**src/rtl/async_fifo.sv**
```systemverilog
// async_fifo: single-clock FIFO with registered read data, occupancy-derived
// status flags and one-cycle overflow/underflow pulses for monitoring.
module async_fifo #(
   parameter int DATA_WIDTH = 8,
   parameter int DEPTH      = 16
) (
   input  logic                    clk,
   input  logic                    reset,
   input  logic [DATA_WIDTH-1:0]   data_in,
   input  logic                    write_enable,
   input  logic                    read_enable,
   output logic [DATA_WIDTH-1:0]   data_out,
   output logic                    empty,
   output logic                    full,
   output logic [$clog2(DEPTH):0]  count,
   output logic                    overflow,
   output logic                    underflow
);

   localparam int AW = $clog2(DEPTH);
   localparam int PW = AW + 1;
   localparam logic [PW-1:0] PTR_ONE  = {{AW{1'b0}}, 1'b1};
   localparam logic [PW-1:0] PTR_ZERO = {PW{1'b0}};

   // Storage is deliberately left unreset; only pointers define validity.
   logic [DATA_WIDTH-1:0] r_mem [DEPTH];

   // Pointers carry one extra wrap bit so full and empty are distinguishable.
   logic [PW-1:0]         r_wptr;
   logic [PW-1:0]         r_rptr;
   logic [DATA_WIDTH-1:0] r_data_out;
   logic                  r_overflow;
   logic                  r_underflow;

   logic                  w_empty;
   logic                  w_full;
   logic                  w_wr_accept;
   logic                  w_rd_accept;
   logic [AW-1:0]         w_waddr;
   logic [AW-1:0]         w_raddr;

   assign w_waddr = r_wptr[AW-1:0];
   assign w_raddr = r_rptr[AW-1:0];

   // Status flags depend only on registered pointers, so no input reaches an output.
   always_comb begin
      w_empty = 1'b0;
      w_full  = 1'b0;
      if (r_wptr == r_rptr) begin
         w_empty = 1'b1;
      end else begin
         w_empty = 1'b0;
      end
      if ((w_waddr == w_raddr) && (r_wptr[AW] != r_rptr[AW])) begin
         w_full = 1'b1;
      end else begin
         w_full = 1'b0;
      end
   end

   // Accept requests only against the flags as registered at the start of the cycle.
   always_comb begin
      w_wr_accept = write_enable & ~w_full;
      w_rd_accept = read_enable  & ~w_empty;
   end

   // Storage write port; a write while full is dropped.
   always_ff @(posedge clk) begin
      if (w_wr_accept) begin
         r_mem[w_waddr] <= data_in;
      end else begin
         r_mem[w_waddr] <= r_mem[w_waddr];
      end
   end

   // Pointer advance, registered read data and the error pulses.
   always_ff @(posedge clk or negedge reset) begin
      if (!reset) begin
         r_wptr      <= PTR_ZERO;
         r_rptr      <= PTR_ZERO;
         r_data_out  <= {DATA_WIDTH{1'b0}};
         r_overflow  <= 1'b0;
         r_underflow <= 1'b0;
      end else begin
         if (w_wr_accept) begin
            r_wptr <= r_wptr + PTR_ONE;
         end else begin
            r_wptr <= r_wptr;
         end
         if (w_rd_accept) begin
            r_rptr     <= r_rptr + PTR_ONE;
            r_data_out <= r_mem[w_raddr];
         end else begin
            r_rptr     <= r_rptr;
            r_data_out <= r_data_out;
         end
         r_overflow  <= write_enable & w_full;
         r_underflow <= read_enable  & w_empty;
      end
   end

   assign data_out  = r_data_out;
   assign empty     = w_empty;
   assign full      = w_full;
   assign count     = r_wptr - r_rptr;
   assign overflow  = r_overflow;
   assign underflow = r_underflow;

endmodule

```
**config.mk**
```make
export PLATFORM = sky130hd
export DESIGN_NAME = async_fifo
export DESIGN_NICKNAME = d
export VERILOG_FILES = /design/src/rtl/async_fifo.sv
export SDC_FILE = /design/constraint.sdc
export NUM_CORES = 1
export LEC_CHECK = 0
export ABC_CLOCK_PERIOD_IN_PS = 3800
export CAP_MARGIN = 5
export CORE_MARGIN = 2
export CORE_UTILIZATION = 59
export DETAILED_ROUTE_END_ITERATION = 10
export PLACE_DENSITY = 0.76
export SLEW_MARGIN = 0
export SYNTH_ARGS = -nofsm -noshare
export SYNTH_HDL_FRONTEND = slang
export SYNTH_SLANG_ARGS = --single-unit
```
**constraint.sdc**
```tcl
create_clock -name clk -period 3.8 [get_ports clk]
set_input_delay 0.57 -clock clk [delete_from_list [all_inputs] [get_ports clk]]
set_output_delay 0.57 -clock clk [all_outputs]
set_load 0.005 [all_outputs]
```
==> flow_metrics.env, run 1 <==
export IMPL_power_density_nw_per_um2=800
export IMPL_yosysTopAreaCellShare=0.645
export IMPL_ys_seq_area_frac=0.728
export IMPL_hpwlAfterDp_um=7450
export IMPL_clk_latency_ps=520
export IMPL_cts_reportedPaths_clkPinSlew_ps=70
export IMPL_required_ps=3230
export IMPL_avgSynthCellArea_um2=19.7
export IMPL_period_needed_ps=3310
export IMPL_drt_first_pass_iters=5
export IMPL_area_growth_pct=17.6
export IMPL_grt_pass1_wl_um=18300
export IMPL_ant_nets=0
export IMPL_grt_use_total=0.234
export IMPL_avgViaCountPerCell=6.16
export IMPL_cts_root_buf="clkbuf_8"
export IMPL_final_seq_area_um2=4350
export IMPL_clock_path_buffers=2
export IMPL_synth_edf_count=128
export IMPL_crit_buf_inv=3
export IMPL_die_x_um=105
export IMPL_synth_seq_cells=148
export IMPL_cts_made_buffers=17
export IMPL_grt_setup_unrepaired="no"
export IMPL_core_area_um2=9770
export IMPL_yosysTopAreaCell="edfxtp_1"
export IMPL_fin_nets=372
export IMPL_post_route_util=0.717
export IMPL_worstReg2RegEnd="r_mem[7][3]"
export IMPL_fillerInstances=605
export IMPL_crit_path_cell_trace="inv_1 > ha_1 > inv_1 > fa_1 > a21o_1 > a21oi_1 > xnor2_1 > clkdlybuf4s50_1"
export IMPL_critPathSlowestCell="clkdlybuf4s50_1"
export IMPL_post_place_ws_ps=912
export IMPL_end_kind="primary output"
export IMPL_rows=36
export IMPL_syn_area_um2=5960
export IMPL_slew_headroom=0.357
export IMPL_hold_path_class="reg2reg"
export IMPL_num_vias=3057
export IMPL_drt_iter0_drc=250
export IMPL_max_slew_worst_pin_slew_ps=962
export IMPL_async_reset_ff_frac=0.135
export IMPL_cts_resized=0
export IMPL_critPathTopFamily="buffers and inverters"
export IMPL_min_from="r_wptr[4]"
export IMPL_r2r_cells=6
export IMPL_fin_skew_ps=6.57
export IMPL_startpoint_type="flop"
export IMPL_slowest_delay_ps=520
export IMPL_wl_um=11900
export IMPL_die_area_um2=10900
export IMPL_drc=0
export IMPL_fin_ws_ps=492
export IMPL_yosys_warnings=0
export IMPL_place_congestion=0.857
export IMPL_diodes=0
export IMPL_p_leak_uw=0.00245
export IMPL_multi_input_area_um2=1500
export IMPL_maxCapViolations=0
export IMPL_slew_viol_final=0
export IMPL_ys_types=31
export IMPL_timing_fmax_ghz=0.302
export IMPL_postCtsSetupRepairBufs=0
export IMPL_rrSetupSlack_ps=850
export IMPL_clkSinkCount=148
export IMPL_hold_depth=1
export IMPL_setup_viol=0
export IMPL_drive_above_1_share=0.187
export IMPL_netlist_top_cells_area="edfxtp_1 64%, mux4_1 8.8%, dfrtp_1 8.4%"
export IMPL_grt_max_degree=36
export IMPL_cts_hold_buffers_added=0
export IMPL_reg2reg_from="r_rptr[3]"
export IMPL_antenna_found_initial=0
export IMPL_status="complete, no violations"
export IMPL_start_util=0.610
export IMPL_avgRoutedWirePerCell_um=24.1
export IMPL_syn_nets=324
export IMPL_cp_common_cell="inv_1"
export IMPL_synth_commonest_cells="128 x edfxtp_1, 20 x dfrtp_1, 20 x mux4_1, 16 x o22ai_1, 13 x nor2_1"
export IMPL_hold_viol=0
export IMPL_htree_levels=4
export IMPL_crit_type="reg2out"
export IMPL_syn_inst=302
export IMPL_die_h_um=105
export IMPL_min_delay_worst_endpoint="r_wptr[4]"
export IMPL_portBuffers=28
export IMPL_dpl_cell_area_um2=6420
export IMPL_ios=29
export IMPL_crit_fanout=4
export IMPL_arrival_ps=2740
export IMPL_grt_pass1_vias=3148
export IMPL_grt_ovfl_total=0
export IMPL_cts_tree="built"
export IMPL_post_synth_top_count_cell="edfxtp_1"
export IMPL_final_area_um2=7010
export IMPL_vdd_drop_max_uv=466
export IMPL_ys_flop_type="edfxtp_1"
export IMPL_period_share=0.871
export IMPL_fin_setup_tns_ps=0
==> power by group <==
part,switching [uW],internal (uW)
logic,907,906
clock network,713,923
registers,146,2010
total,1770,3840
==> registers in the layout (all words and copies together) (netlist names) <==
signal     flops
r_wptr         5
data_out       8
overflow       1
r_mem        128
underflow      1
r_rptr         5
==> stage by stage <==
step / std cells / total power (uW) / hold slack [ps]
finish: 496 / 5610 / 537
global route: 496 / 5840 / 546
CTS: 496 / 5650 / 539
detailed placement: 464 / 4000 / 527
global placement: 464 / 3930 / 517
floorplan: 302 / 3320 / 274
==> per-layer routing <==
layer  up-vias  GRT usage  wire (um)
met3        17     0.0580        801
met1      1578      0.317       4880
met4         0     0.0830        199
met2       124      0.375       6050
li1       1338          -          -
met5         -          0          0
==> how the worst max path moves through the flow <==
stage | startpoint | endpoint | slack, ps | cells after the start
CTS | r_wptr[0] | count[4] | 470 | 8
floorplan | r_rptr[2] | r_mem[3][0] | 930 | 8
detailed placement | r_rptr[3] | r_mem[7][0] | 910 | 6
global placement | r_wptr[0] | count[4] | 1090 | 8
finish | r_wptr[0] | count[4] | 490 | 8
global route | r_wptr[0] | count[4] | 330 | 8
==> cell type report <==
type,instances,area share
well taps,133,0.0237
flip-flops and latches,148,0.620
multi-input cells,133,0.214
repair buffers,41,0.0539
inverters,9,0.00482
clock buffers,18,0.0610
clock inverters,14,0.0225
==> cell usage in the layout (no fill, tap or decap), drive strengths merged, types with 3 or more instances in the layout <==
cell type | synthesis | final
nand4 | 5 | 5
xnor2 | 10 | 10
clkdlybuf4s50 | 0 | 28
o22ai | 16 | 16
dfrtp | 20 | 20
nor2 | 13 | 13
nand2 | 10 | 10
edfxtp | 128 | 128
mux2 | 8 | 8
clkbuf | 5 | 18
nor3 | 5 | 5
a21oi | 11 | 11
buf | 7 | 13
mux4 | 32 | 32
xor2 | 3 | 3
inv | 9 | 19
ha | 9 | 9
==> cells by family after synthesis <==
logic type,Yosys count,share of synthesized area
flops,148,0.728
mux,40,0.149
simple gates,37,0.0285
xor+xnor,13,0.0191
fa+ha+maj,10,0.0222
compound gates,33,0.0334
buf+inv,21,0.0197
(Power assumes the default switching activity.)
==> run 2: changes to the inputs <==
Settings changed: ABC_AREA set to 1, CORE_UTILIZATION 59 to 60, CTS_CLUSTER_DIAMETER set to 40, PLACE_DENSITY 0.76 to 0.77.
==> run 2 against run 1 <==
Total power is 9.8% higher. Cell area is 8.2% higher. Final cell count is 67% higher. Core utilization is 1.7 points lower. Synthesized cell count is 120% higher. Via count is 51% higher. Fmax is 8.5% lower. Worst setup slack worse by 310 ps. Non-clock buffer count is 11 lower. Highest routed layer unchanged.
==> flow_metrics.env, run 2 <==
export IMPL_clkSinkCount=148
export IMPL_post_synth_top_count_cell="nand2_1"
export IMPL_drc=0
export IMPL_die_h_um=109
export IMPL_grt_use_total=0.282
export IMPL_ys_flop_type="edfxtp_1"
export IMPL_cts_hold_buffers_added=0
export IMPL_synth_edf_count=128
export IMPL_syn_area_um2=6650
export IMPL_fin_cells=827
export IMPL_syn_nets=674
export IMPL_die_x_um=109
export IMPL_required_ps=3230
export IMPL_grt_setup_unrepaired="no"
export IMPL_rows=38
export IMPL_postCtsSetupRepairBufs=0
export IMPL_async_reset_ff_frac=0.135
export IMPL_antenna_found_initial=0
export IMPL_startpoint_type="flop"
export IMPL_mostFrequentLayoutCell="nand2_1"
export IMPL_start_util=0.614
export IMPL_num_vias=4627
export IMPL_avgViaCountPerCell=5.59
export IMPL_cts_resized=0
export IMPL_critPathTopFamily="buffers and inverters"
export IMPL_grt_pass1_vias=4631
export IMPL_slowest_delay_ps=770
export IMPL_place_congestion=0.924
export IMPL_avgRoutedWirePerCell_um=18.3
export IMPL_fin_nets=696
export IMPL_grt_max_degree=67
export IMPL_ant_nets=0
export IMPL_period_needed_ps=3610
export IMPL_area_growth_pct=14.1
export IMPL_status="complete, no violations"
export IMPL_arrival_ps=3040
export IMPL_synth_commonest_cells="211 x nand2_1, 128 x edfxtp_1, 108 x inv_1, 101 x nand3_1, 20 x dfrtp_1"
export IMPL_yosysTopAreaCell="edfxtp_1"
export IMPL_power_density_nw_per_um2=811
export IMPL_timing_fmax_ghz=0.277
export IMPL_slew_headroom=0.243
export IMPL_htree_levels=4
export IMPL_ios=29
export IMPL_yosysTopAreaCellShare=0.578
export IMPL_setup_viol=0
export IMPL_drt_iter0_drc=483
export IMPL_fin_skew_ps=5.13
export IMPL_cts_tree="built"
export IMPL_end_kind="primary output"
export IMPL_portBuffers=28
export IMPL_cts_root_buf="clkbuf_8"
export IMPL_synth_seq_cells=148
export IMPL_ys_types=28
export IMPL_cts_made_buffers=17
export IMPL_period_share=0.951
export IMPL_dp_cells=795
export IMPL_slew_viol_final=0
export IMPL_wl_um=15100
export IMPL_largest_register="r_mem"
export IMPL_maxCapViolations=0
export IMPL_syn_inst=652
export IMPL_final_cell_mix="211 x nand2_1, 128 x edfxtp_1, 108 x inv_1, 101 x nand3_1, 28 x clkdlybuf4s50_1"
export IMPL_die_area_um2=11900
export IMPL_core_area_um2=10800
export IMPL_max_slew_worst_pin_slew_ps=1140
export IMPL_grt_ovfl_total=0
export IMPL_clock_path_buffers=2
export IMPL_crit_fanout=19
export IMPL_crit_buf_inv=2
export IMPL_fin_setup_tns_ps=0
export IMPL_clk_latency_ps=530
export IMPL_p_leak_uw=0.00333
export IMPL_hold_path_class="reg2reg"
export IMPL_hold_viol=0
export IMPL_crit_type="reg2out"
export IMPL_critPathSlowestCell="dfrtp_1"
export IMPL_drt_first_pass_iters=5
export IMPL_crit_path_cell_trace="inv_2 > ha_1 > nand4_2 > nor2_4 > clkdlybuf4s50_1"
export IMPL_vdd_drop_max_uv=577
export IMPL_diodes=0
export IMPL_ys_seq_area_frac=0.653
export IMPL_netlist_top_cells_area="edfxtp_1 58%, nand2_1 12%, nand3_1 7.6%"
export IMPL_avgSynthCellArea_um2=10.2
export IMPL_largest_reg_flops=128
export IMPL_hpwlAfterDp_um=9690
export IMPL_yosys_warnings=0
export IMPL_cts_reportedPaths_clkPinSlew_ps=60
export IMPL_grt_pass1_wl_um=24000
export IMPL_drive_above_1_share=0.0670
[run 2: report_power, final]
part	leakage, uW	internal (uW)	total (uW)	switching (uW)
registers	0.00140	2010	2190	174
clock network	0.000292	1130	1770	639
logic	0.00163	791	2200	1410
total	0.00333	3930	6160	2220
[run 2: kinds of logic after synthesis]
group,count (synthesis),synth area share
DFF,148,0.653
adders and majority gates,10,0.0199
buffers and inverters,140,0.0882
AOI/OAI and AO/OA,5,0.00433
and+or+nand+nor,338,0.218
xor gates and xnor gates,11,0.0167
[run 2: cell type report]
cell class              count  area, um^2
clock buffers              19         422
clock inverters            13         206
fillers                   750        3250
inverters                 113         424
multi-input cells         364        1720
flip-flops and latches    148        4350
well taps                 140         175
repair buffers             30         295
[run 2: worst register-to-register path, stage by stage (launching register included)]
cell and delay, ps:
dfrtp_1 770, inv_2 320, ha_1 440, nand4_2 180, nor2_4 80, nor2_8 160, nand2_1 230, nor2_1 600
[run 2: through the flow]
stage	area [um^2]	hold slack (ps)	power [uW]	util	setup slack, ps
after global placement	6960	465	4280	0.642	943
after global routing	7590	499	6480	0.700	71.0
after detailed placement	6960	472	4360	0.642	795
after CTS	7590	489	6140	0.700	246
final	7590	487	6160	0.700	186
after floorplan	6650	274	3620	-	1500
[run 2: layer usage]
layer	routed length, um	global-route usage	part of all wire	vias to the layer above
li1	-	-	-	2129
met1	5840	0.366	0.39	2182
met2	7330	0.449	0.48	263
met3	1460	0.0699	0.097	53
met4	512	0.136	0.034	0
met5	0	0	0	-
[run 2: worst paths after layout]
check                       startpoint            to  slack (ps)  cells after the start
max in group asynchronous        reset     r_rptr[0]        2600                      1
setup reg to reg             r_rptr[2]  r_mem[12][7]         660                      7
min in group asynchronous        reset   data_out[1]         560                      1
hold / removal             data_out[7]   data_out[7]         490                      2
hold reg to reg            data_out[7]   data_out[7]         490                      2
setup / recovery             r_rptr[2]          full         190                      5
==> run 3: changes to the inputs <==
Settings changed: CORE_ASPECT_RATIO set to 0.7.
==> run 3 against run 2 <==
Hold slack about the same. Via count down 0.50%. Core utilization down 0.49 points. Global-route usage up 0.17 points. Worst setup slack better by 170 ps. Combinational power about the same. Cell area down 0.25%. Non-clock buffer count unchanged. Fmax up 4.9%.
==> flow_metrics.env, run 3 (same netlist as run 2, synthesis figures left out) <==
export IMPL_grt_setup_unrepaired="no"
export IMPL_multi_input_area_um2=1720
export IMPL_largest_reg_flops=128
export IMPL_area_growth_pct=13.8
export IMPL_required_ps=3230
export IMPL_portBuffers=28
export IMPL_cts_reportedPaths_clkPinSlew_ps=60
export IMPL_maxCapViolations=0
export IMPL_hold_viol=0
export IMPL_htree_levels=4
export IMPL_wl_met2_um=7310
export IMPL_die_x_um=130
export IMPL_grt_max_degree=68
export IMPL_slew_headroom=0.262
export IMPL_max_slew_worst_pin_slew_ps=1110
export IMPL_fillerInstances=804
export IMPL_top_layer="met4"
export IMPL_grt_pass1_vias=4501
export IMPL_final_area_um2=7570
export IMPL_arrival_ps=2880
export IMPL_end_kind="primary output"
export IMPL_drt_met1_wl_um=6280
export IMPL_cts_resized=0
export IMPL_core_area_um2=10900
export IMPL_final_seq_area_um2=4350
export IMPL_period_needed_ps=3450
export IMPL_fin_skew_ps=6.02
export IMPL_cts_hold_buffers_added=0
export IMPL_num_vias=4604
export IMPL_period_share=0.907
export IMPL_fin_nets=696
export IMPL_die_area_um2=12000
export IMPL_cts_root_buf="clkbuf_16"
export IMPL_dpl_cell_area_um2=6980
export IMPL_power_density_nw_per_um2=804
export IMPL_drt_first_pass_iters=5
export IMPL_die_h_um=92.1
export IMPL_slew_viol_final=0
export IMPL_status="complete, no violations"
export IMPL_avgRoutedWirePerCell_um=18.3
export IMPL_setup_viol=0
export IMPL_clk_latency_ps=430
export IMPL_crit_fanout=19
export IMPL_vdd_drop_max_uv=487
export IMPL_drive_above_1_share=0.0684
export IMPL_crit_type="reg2out"
export IMPL_grt_ovfl_total=0
export IMPL_drc=0
export IMPL_clock_path_buffers=2
export IMPL_p_leak_uw=0.00331
export IMPL_final_cell_mix="211 x nand2_1, 128 x edfxtp_1, 108 x inv_1, 101 x nand3_1, 28 x clkdlybuf4s50_1"
export IMPL_mostFrequentLayoutCell="nand2_1"
export IMPL_startpoint_type="flop"
export IMPL_cts_made_buffers=17
export IMPL_post_route_util=0.695
export IMPL_met3_length_um=1540
export IMPL_place_congestion=0.904
export IMPL_wl_um=15400
export IMPL_diodes=0
export IMPL_rows=32
export IMPL_hpwlAfterDp_um=9670
export IMPL_postCtsSetupRepairBufs=0
export IMPL_clkSinkCount=148
export IMPL_start_util=0.611
export IMPL_timing_fmax_ghz=0.290
export IMPL_antenna_found_initial=0
export IMPL_largest_register="r_mem"
export IMPL_grt_pass1_wl_um=24000
export IMPL_avgViaCountPerCell=5.48
export IMPL_fin_setup_tns_ps=0
export IMPL_ant_nets=0
export IMPL_ios=29
export IMPL_cts_tree="built"
export IMPL_grt_use_total=0.283
export IMPL_drt_iter0_drc=575
export IMPL_hold_path_class="reg2reg"
[run 3: changes by cell type in the layout (fill, tap and decap cells not counted)]
cell        previous run  this run
clkbuf_8               1         0
clkbuf_16             16        17
clkinv_2               1         3
clkinv_1               2         1
clkinvlp_4             4         5
bufinv_16              5         3
[run 3: power breakdown]
part	internal [uW]	switching, uW	total, uW	leakage, uW
logic	791	1430	2220	0.00163
registers	2010	167	2180	0.00140
clock network	1030	655	1680	0.000275
[run 3: per-stage QoR]
step / worst slack (ps) / hold slack, ps / total power [uW] / std cells
floorplan: 1500 / 274 / 3620 / 652
global placement: 971 / 466 / 4280 / 808
detailed placement: 845 / 472 / 4350 / 808
CTS: 426 / 488 / 6060 / 840
global route: 194 / 530 / 6410 / 840
finish: 355 / 486 / 6090 / 840
[run 3: metal layers]
layer  track usage  up-vias
met4        0.0968        0
met5             0        -
met3        0.0939       27
met2         0.440      250
met1         0.378     2200
li1              -     2127
[run 3: final cells by class]
class                   instances  area share
clock buffers                  19      0.0572
clock inverters                13      0.0212
inverters                     113      0.0560
flip-flops and latches        148       0.574
repair buffers                 30      0.0390
well taps                     153      0.0253
multi-input cells             364       0.227
[run 3: worst max-delay path, cell delays in order, from the launching register on]
cell and delay (ps):
dfrtp_1 760, inv_2 310, ha_1 470, nand3_1 100, nand2_1 80, xor2_1 170, clkdlybuf4s50_1 550
[run 3: worst paths after layout]
check / start / end / slack (ps) / cells after the start
setup / recovery: r_rptr[2] / count[3] / 350 / 6
hold / removal: data_out[7] / data_out[7] / 490 / 2
setup reg to reg: r_rptr[2] / r_mem[8][6] / 710 / 7
hold reg to reg: data_out[7] / data_out[7] / 490 / 2
max in group asynchronous: reset / r_rptr[0] / 2480 / 1
min in group asynchronous: reset / data_out[3] / 670 / 1
